## config.mk

```make
export PLATFORM = sky130hd
export DESIGN_NAME = dout_writer
export DESIGN_NICKNAME = d
export VERILOG_FILES = /design/src/rtl/dout_writer.sv
export SDC_FILE = /design/constraint.sdc
export NUM_CORES = 1
export LEC_CHECK = 0
export CAP_MARGIN = 20
export CORE_ASPECT_RATIO = 1.75
export CORE_MARGIN = 5
export CORE_UTILIZATION = 47
export CTS_CLUSTER_DIAMETER = 30
export DETAILED_ROUTE_END_ITERATION = 10
export GPL_ROUTABILITY_DRIVEN = 0
export GPL_TIMING_DRIVEN = 0
export PLACE_DENSITY = 0.77
export SYNTH_ARGS = -nofsm -noshare
export SYNTH_HDL_FRONTEND = slang
export SYNTH_SLANG_ARGS = --single-unit
export TNS_END_PERCENT = 30
```

## constraint.sdc

```tcl
create_clock -name clk_i -period 2.1 [get_ports clk_i]
set_input_delay 0.315 -clock clk_i [delete_from_list [all_inputs] [get_ports clk_i]]
set_output_delay 0.315 -clock clk_i [all_outputs]
set_load 0.01 [all_outputs]
```

## src/rtl/dout_writer.sv

```systemverilog
// Serial frame writer: latches eight 24-bit channel samples and shifts them
// out MSB first on four data lines, framed by drdy_o and clocked by dclk_o.
// A frame is one drdy period followed by 48 data periods, then an idle gap.
module dout_writer #(
  parameter int CLK_DIV    = 4,
  parameter int GAP_CYCLES = 16
) (
  input  logic        clk_i,
  input  logic        reset_ni,
  input  logic        start_i,
  input  logic        continuous_i,
  input  logic [23:0] ch1_i,
  input  logic [23:0] ch2_i,
  input  logic [23:0] ch3_i,
  input  logic [23:0] ch4_i,
  input  logic [23:0] ch5_i,
  input  logic [23:0] ch6_i,
  input  logic [23:0] ch7_i,
  input  logic [23:0] ch8_i,
  output logic        drdy_o,
  output logic        dclk_o,
  output logic        dout0_o,
  output logic        dout1_o,
  output logic        dout2_o,
  output logic        dout3_o,
  output logic        busy_o,
  output logic        done_o,
  output logic        overrun_o,
  output logic [31:0] frame_count_o
);

  localparam int CW = $clog2(2 * CLK_DIV);
  localparam int GW = (GAP_CYCLES > 1) ? $clog2(GAP_CYCLES) : 1;
  localparam logic [CW-1:0] CYC_LAST = CW'(2 * CLK_DIV - 1);
  localparam logic [CW-1:0] CYC_HIGH = CW'(CLK_DIV);
  localparam logic [GW-1:0] GAP_LAST = GW'((GAP_CYCLES > 0) ? GAP_CYCLES - 1 : 0);
  localparam logic [5:0]    PER_LAST = 6'd48;

  typedef enum logic [1:0] {IDLE, DRDY, SHIFT, GAP} state_t;

  state_t           state_reg, state_next;
  logic [CW-1:0]    cyc_reg, cyc_next;      // clk_i cycle within a dclk period
  logic [5:0]       per_reg, per_next;      // dclk period index, 0 = drdy period
  logic [GW-1:0]    gap_reg, gap_next;
  logic [3:0][47:0] sh_reg, sh_next;        // one 48-bit word per data line
  logic [3:0][47:0] chan_words;

  logic             drdy_reg, dclk_reg, busy_reg, done_reg, overrun_reg;
  logic [3:0]       dout_reg;
  logic [31:0]      frame_count_reg;

  logic             period_end, latch, active_next;

  assign chan_words[0] = {ch1_i, ch2_i};
  assign chan_words[1] = {ch3_i, ch4_i};
  assign chan_words[2] = {ch5_i, ch6_i};
  assign chan_words[3] = {ch7_i, ch8_i};

  // Next-state, counter and shift-register computation.
  always_comb begin
    state_next = state_reg;
    cyc_next   = cyc_reg;
    per_next   = per_reg;
    gap_next   = gap_reg;
    sh_next    = sh_reg;
    latch      = 1'b0;
    period_end = (cyc_reg == CYC_LAST);

    case (state_reg)
      IDLE: begin
        if (start_i) latch = 1'b1;
      end
      DRDY: begin
        cyc_next = period_end ? '0 : cyc_reg + 1'b1;
        if (period_end) begin
          state_next = SHIFT;
          per_next   = 6'd1;
        end
      end
      SHIFT: begin
        cyc_next = period_end ? '0 : cyc_reg + 1'b1;
        if (period_end) begin
          if (per_reg == PER_LAST) begin
            // Frame data complete: gap, back-to-back restart, or idle.
            if (GAP_CYCLES > 0) begin
              state_next = GAP;
              gap_next   = '0;
            end else if (continuous_i) begin
              latch = 1'b1;
            end else begin
              state_next = IDLE;
            end
          end else begin
            // Period 1 repeats bit 47 from the drdy period; shift from period 2 on.
            per_next = per_reg + 6'd1;
            for (int i = 0; i < 4; i++) sh_next[i] = {sh_reg[i][46:0], 1'b0};
          end
        end
      end
      GAP: begin
        if (gap_reg == GAP_LAST) begin
          if (continuous_i) latch = 1'b1;
          else              state_next = IDLE;
        end else begin
          gap_next = gap_reg + 1'b1;
        end
      end
      default: state_next = IDLE;
    endcase

    if (latch) begin
      state_next = DRDY;
      sh_next    = chan_words;
      cyc_next   = '0;
      per_next   = '0;
    end

    active_next = (state_next == DRDY) || (state_next == SHIFT);
  end

  // State, counters and shift registers.
  always_ff @(posedge clk_i or negedge reset_ni) begin
    if (!reset_ni) begin
      state_reg <= IDLE;
      cyc_reg   <= '0;
      per_reg   <= '0;
      gap_reg   <= '0;
      sh_reg    <= '0;
    end else begin
      state_reg <= state_next;
      cyc_reg   <= cyc_next;
      per_reg   <= per_next;
      gap_reg   <= gap_next;
      sh_reg    <= sh_next;
    end
  end

  // Registered outputs derived from the upcoming state so they align with it.
  always_ff @(posedge clk_i or negedge reset_ni) begin
    if (!reset_ni) begin
      drdy_reg        <= 1'b0;
      dclk_reg        <= 1'b0;
      dout_reg        <= '0;
      busy_reg        <= 1'b0;
      done_reg        <= 1'b0;
      overrun_reg     <= 1'b0;
      frame_count_reg <= '0;
    end else begin
      drdy_reg <= (state_next == DRDY);
      dclk_reg <= active_next && (cyc_next >= CYC_HIGH);
      for (int i = 0; i < 4; i++) dout_reg[i] <= active_next & sh_next[i][47];
      busy_reg <= (state_next != IDLE);
      done_reg <= (state_next == SHIFT) && (per_next == PER_LAST) && (cyc_next == CYC_LAST);
      if (start_i && (state_reg != IDLE)) overrun_reg <= 1'b1;
      if (done_reg) frame_count_reg <= frame_count_reg + 32'd1;
    end
  end

  assign drdy_o        = drdy_reg;
  assign dclk_o        = dclk_reg;
  assign dout0_o       = dout_reg[0];
  assign dout1_o       = dout_reg[1];
  assign dout2_o       = dout_reg[2];
  assign dout3_o       = dout_reg[3];
  assign busy_o        = busy_reg;
  assign done_o        = done_reg;
  assign overrun_o     = overrun_reg;
  assign frame_count_o = frame_count_reg;

endmodule

```

### Word-level counts from Yosys, hierarchy flattened

Index checks and enable logic that the tools add are counted.

| word-level totals | value |
|---|---|
| flip-flop bits (word level) | 248 |

| operators by class | value |
|---|---|
| add/sub/neg operators | 4 |
| $lt $le $gt $ge | 1 |
| equal/unequal tests | 14 |
| muxes and demuxes | 27 |
| bitwise logic cells | 4 |
| reductions and logical operators | 14 |

Operator list:

| cell | number |
|---|---|
| $mux 192 | 4 |
| $add 32x1->32 const B | 1 |
| $mux 6 | 4 |
| $eq 6x6->1 const B | 2 |
| $mux 2 | 6 |
| $mux 4 | 3 |
| $pmux 6 s2 | 1 |
| $reduce_bool 2->1 | 5 |
| $mux 3 | 3 |
| $ne 2x2->1 const B | 4 |
| $pmux 4 s2 | 1 |
| $add 6x1->6 const B | 1 |
| $eq 2x2->1 const B | 3 |
| $eq 3x3->1 const B | 2 |
| $pmux 2 s3 | 1 |
| $add 4x1->4 const B | 1 |
| $and 1x1->1 | 4 |
| $eq 2x1->1 const B | 2 |
| $eq 4x4->1 const B | 1 |
| $logic_and 1x1->1 | 4 |
| $reduce_and 4->1 | 1 |
| $add 3x1->3 const B | 1 |
| $ge 3x3->1 const B | 1 |
| $mux 1 | 3 |
| other kinds (5) | 5 |

### Depth between registers and ports, before layout

| depth | value |
|---|---|
| word-level depth | 8 |
| gate-level depth with buffers | 10 |
| mapped depth without buffers | 10 |

### Least setup slack after synthesis

Ideal clock, no wire load.

| timing | value |
|---|---|
| path type | reg-to-reg |
| from | reg gap_reg[0] |
| to | reg dout_reg[0] |
| setup time | 0.119 ns |
| data arrival time | 2.144 ns |
| required time | 1.981 ns |
| setup slack | -0.163 ns |
| stages on the path, launching flop included | 10 |
| buffers on the path | 2 |
| cells stage by stage | dfrtp_1 -> ha_1 -> and3_1 -> a32oi_1 -> nor2_4 -> buf_4 -> buf_4 -> a31o_2 -> ha_1 -> and2_1 |

| between the ends | value |
|---|---|
| longest elaborated chain between the ends | 7 |

RTL lines:

| item | RTL line | source |
|---|---|---|
| start: declaration | 44 | `logic [GW-1:0] gap_reg, gap_next;` |
| start signal: assignment | 133 | `gap_reg <= gap_next;` |
| $eq 4x4->1 * | 101 | `if (gap_reg == GAP_LAST) begin` |
| $mux 2 or $mux 1 (tied branches) | 101 |  |
| $pmux 2 s3 or $pmux 1 s2 (tied branches) | 69 | `case (state_reg)` |
| $mux 2 | 111 | `if (latch) begin` |
| $eq 2x1->1 or $eq 2x2->1 (tied branches) | 118 | `active_next = (state_next == DRDY) \|\| (state_next == SHIFT);` |
| $logic_or 1x1->1 | 118 |  |
| $and 1x1->1 * | 151 | `for (int i = 0; i < 4; i++) dout_reg[i] <= active_next & sh_next[i][47];` |
| end signal: assignment | 143 | `dout_reg <= '0;` |
| end: declaration | 49 | `logic [3:0] dout_reg;` |

Mark *: on every way between the ends. The rest lies on a longest branch, timed or not.
A chain may end at the register's enable or synchronous reset.

### Worst setup path after layout

| timing | value |
|---|---|
| from | reg gap_reg[1] |
| to | reg done_reg (netlist: done_o) |

| between the ends | value |
|---|---|
| longest elaborated chain between the ends | 7 |

RTL lines:

| item | RTL line | source |
|---|---|---|
| $eq 4x4->1 * | 101 |  |
| $mux 2 or $mux 1 (tied branches) | 101 |  |
| $pmux 2 s3 or $pmux 1 s2 (tied branches) | 69 |  |
| $mux 2 * | 111 |  |
| net state_next[1] | 41 | `state_t state_reg, state_next;` |
| $eq 2x2->1 * | 153 | `done_reg <= (state_next == SHIFT) && (per_next == PER_LAST) && (cyc_next == CYC_LAST);` |
| $logic_and 1x1->1 * (2 in series) | 153 |  |
| end signal: assignment | 153 |  |
| end: declaration | 48 | `logic drdy_reg, dclk_reg, busy_reg, done_reg, overrun_reg;` |

Mark *: on every way through the listed nets, which the timed path passes. The rest lies on a longest branch.

==> results by group <==
Die
  • Die X: 129 µm
  • Die footprint: approximately 0.028 mm²
  • Row cnt: 76
  • Initial Utilization: 47.3%
  • Core area: 0.0245 mm²
  • # IOs: 237
  • Die H: 218 µm

Timing
  • Clock Skew: 17.6 ps
  • Min setup slack post-route: -94.6 ps
  • Setup violators final: 7
  • Setup TNS Final: -522 ps
  • Final hold vios: 0
  • Worst Tran Pin Value: 529 ps
  • Max Clk Rate: around 460 MHz
  • Period utilization: 105%
  • Relative slew margins: 64.8%
  • RSZ-0062 raised after global routing: true
  • Final Max Tran Viols: 0
  • Crit path time final: 2190 ps

Critical path
  • CP most frequent cell: buf_8
  • Req. time, crit path: 2500 ps
  • Slowest cell on the critical path: dfrtp_1
  • Crit path kind: register to register
  • Worst stage delay on the critical path: 390 ps
  • Startpoint types: register
  • CP bufs+invs: 2
  • CP Cell Sequence: ha_2, and3_4, a32oi_4, nor2_4, buf_8, buf_8, a31oi_4, ha_4, nand3b_1, nor4_2
  • CP Max Fanout: 6
  • Crit path DAT: 2590 ps
  • Worst setup EP type: register
  • Delay-heaviest family, CP: simple AND/OR/NAND/NOR gates

Clock tree
  • Reg clk slew, reported paths: 50 ps
  • TritonCTS Sinks: 248
  • CTS root buffer: clkbuf_16
  • TritonCTS clock tree: done
  • Num CTS Buffers: 37
  • Max H-tree Level: 2
  • Worst-Skew Late Latency: 510 ps
  • Clock buffer depth: 3

Route
  • Drt wl/cell: 17.7 µm
  • DRC viols: 0
  • Via density: between 5 and 6
  • Via count: 9167
  • Total Wirelength: between 30000 and 40000 µm
  • Iter 0 DRT Violations: 394
  • Final ANT Viol Nets: 0
  • Drt first pass iters: 4

Placement
  • Dpl hpwl: 21900 µm
  • Placed cell count: 1637
  • I/O Buffers: 236

Synth
  • Xor/xnor cell area share of the yosys netlist: 2.49%
  • Synth Area in Compound Gates: 10.5%
  • Avg Inst Size Synth: between 10 and 15 µm²
  • #FFs+latches synth: 248
  • Top post-synthesis cells by area: dfrtp_1 (54%), mux2i_1 (16%), nand2_1 (6.7%)
  • Largest family of logic cells by synthesized area: multiplexers
  • Post-Synth Simple-Gate Area: 11.1%
  • Synth top cells by count: dfrtp_1 (248), nand2_1 (207), mux2i_1 (187)
  • Ys flop type: dfrtp_1
  • Count of synthesis-stage warnings from yosys: 0
  • Syn nets: 1297
  • Synth area leader: dfrtp_1
  • Netlist cell types: 48
  • Async SR Flop Fraction: 100%
  • Mux cell area share after synthesis: approximately 17%
  • Seq/Total Area, Yosys: approximately 54%
  • Mapped Area: 0.0116 mm²
  • Cell with the most instances after synthesis: dfrtp_1
  • Synth Area in Adders: 1.51%
  • Number of synthesized flops with an enable pin: 0
  • Post-Syn Instances: about 1100
  • Share of the synthesized area in the top cell type: 53.5%

Power and ir drop
  • P per Cell Area: around 1200 mW/mm²
  • Leakage: between 6 and 7 nW
  • Power, Total: 0.0198 W
  • Peak VDD IR: 0.000731 V

Global routing
  • Initial antenna violation count: 6
  • Global-route wire length before repair: about 48000 µm
  • Gr usage total: 21.7%
  • Vias in the first global route: 9923
  • Total gr overflow: 0
  • Largest net degree at the start of global routing: 100

Layout
  • Storage element area: 0.00621 mm²
  • Max reg flops: 192
  • Fillcell total: 1813
  • Area growth syn-to-layout: 42.8%
  • Final Util: 67.5%
  • Final net count: 1615
  • Share of cells above drive strength 1: 15.8%
  • Area of the multi-input gates: 0.00520 mm²
  • Fin cells: 1750

Run status
  • Failing checks: setup timing
  • Outcome: finished with violations

Hold path
  • Worst Hold Class: input pin to asynchronous set/reset pin

Run
  • Max-Cap Viols: 0
==> stage by stage <==
stage               cell area (µm²)  hold slack [ps]  setup WS, ps
floorplan                     11600             19.4         -44.2
global placement              14400              445         -9530
detailed placement            14400              252          -737
CTS                           16100              297         -62.5
global route                  16600              341          -173
finish                        16600              304         -94.6
==> power by group <==
| part | total [W] | leakage (nW) | internal (W) | switching, W |
|---|---|---|---|---|
| sequential | 0.00778 | 3.11 | 0.00671 | 0.00107 |
| clock | 0.00643 | 0.641 | 0.00416 | 0.00227 |
| combinational | 0.00564 | 2.95 | 0.00272 | 0.00292 |
| total | 0.0198 | 6.70 | 0.0136 | 0.00625 |
==> final cells by class <==
| type | instances | share of cell area [%] |
|---|---|---|
| buffer | 66 | 3.66 |
| antenna | 6 | 0.0907 |
| inverter | 9 | 0.204 |
| sequential | 248 | 37.5 |
| multi-input combinational | 762 | 31.4 |
| timing repair buffer | 281 | 17.0 |
| clock inverter | 23 | 1.91 |
| clock buffer | 43 | 5.97 |
| tap | 312 | 2.36 |
==> cells in the final DEF (no fill, tap or decap), types with 9 or more instances in the layout <==
cell type / netlist / routed
dfrtp_1: 248 / 247
clkbuf_16: 0 / 39
buf_12: 0 / 9
buf_2: 23 / 9
o21ai_0: 133 / 125
clkbuf_4: 0 / 9
nand2_1: 207 / 204
buf_4: 15 / 40
nor2_1: 20 / 19
xnor2_1: 19 / 19
nand3_1: 16 / 16
o21ai_1: 57 / 65
xor2_1: 14 / 14
mux2i_1: 187 / 182
clkbuf_2: 0 / 18
clkdlybuf4s50_1: 0 / 235
buf_6: 6 / 15
==> cells by family after synthesis <==
family / count (synthesis)
compound gates: 225
xor+xnor: 33
fa+ha+maj: 14
buf+inv: 77
flops: 248
mux: 196
simple gates: 294
==> metal layers <==
metal / up-vias / share of wire [%] / track usage [%]
li1: 4418 / - / -
met1: 4438 / 36 / 23.3
met2: 234 / 56 / 40.1
met3: 77 / 3.9 / 3.46
met4: 0 / 4.2 / 10.9
met5: - / 0 / 0
==> timing repair <==
item | 4_1_cts | 5_1_grt
resized for setup | 63 | 95
hold buffers | 1 | 0
hold endpoints to repair | 54 | 0
gates cloned | 0 | 3
buffers inserted | 15 | 24
pin swaps | 8 | 16
endpoints found under the setup margin | 196 | 188
==> worst paths after layout <==
kind                            cells past startpoint                       endpoint                     startpoint  slack [ps]
min in group clk_i                                  3        sh_reg[130]$_DFFE_PN0P_                      ch5_i[10]         350
worst max-delay path                               10               done_o$_DFF_PN0_         gap_reg[1]$_DFFE_PN0P_         -90
worst min-delay path                                2         sh_reg[16]$_DFFE_PN0P_                       reset_ni         300
worst min register to register                      1  frame_count_o[31]$_DFFE_PN0P_  frame_count_o[31]$_DFFE_PN0P_         470
max in group asynchronous                           4        sh_reg[138]$_DFFE_PN0P_                       reset_ni         510
worst max register to register                     10               done_o$_DFF_PN0_         gap_reg[1]$_DFFE_PN0P_         -90
No activity file was read; power rests on OpenSTA's default activity.
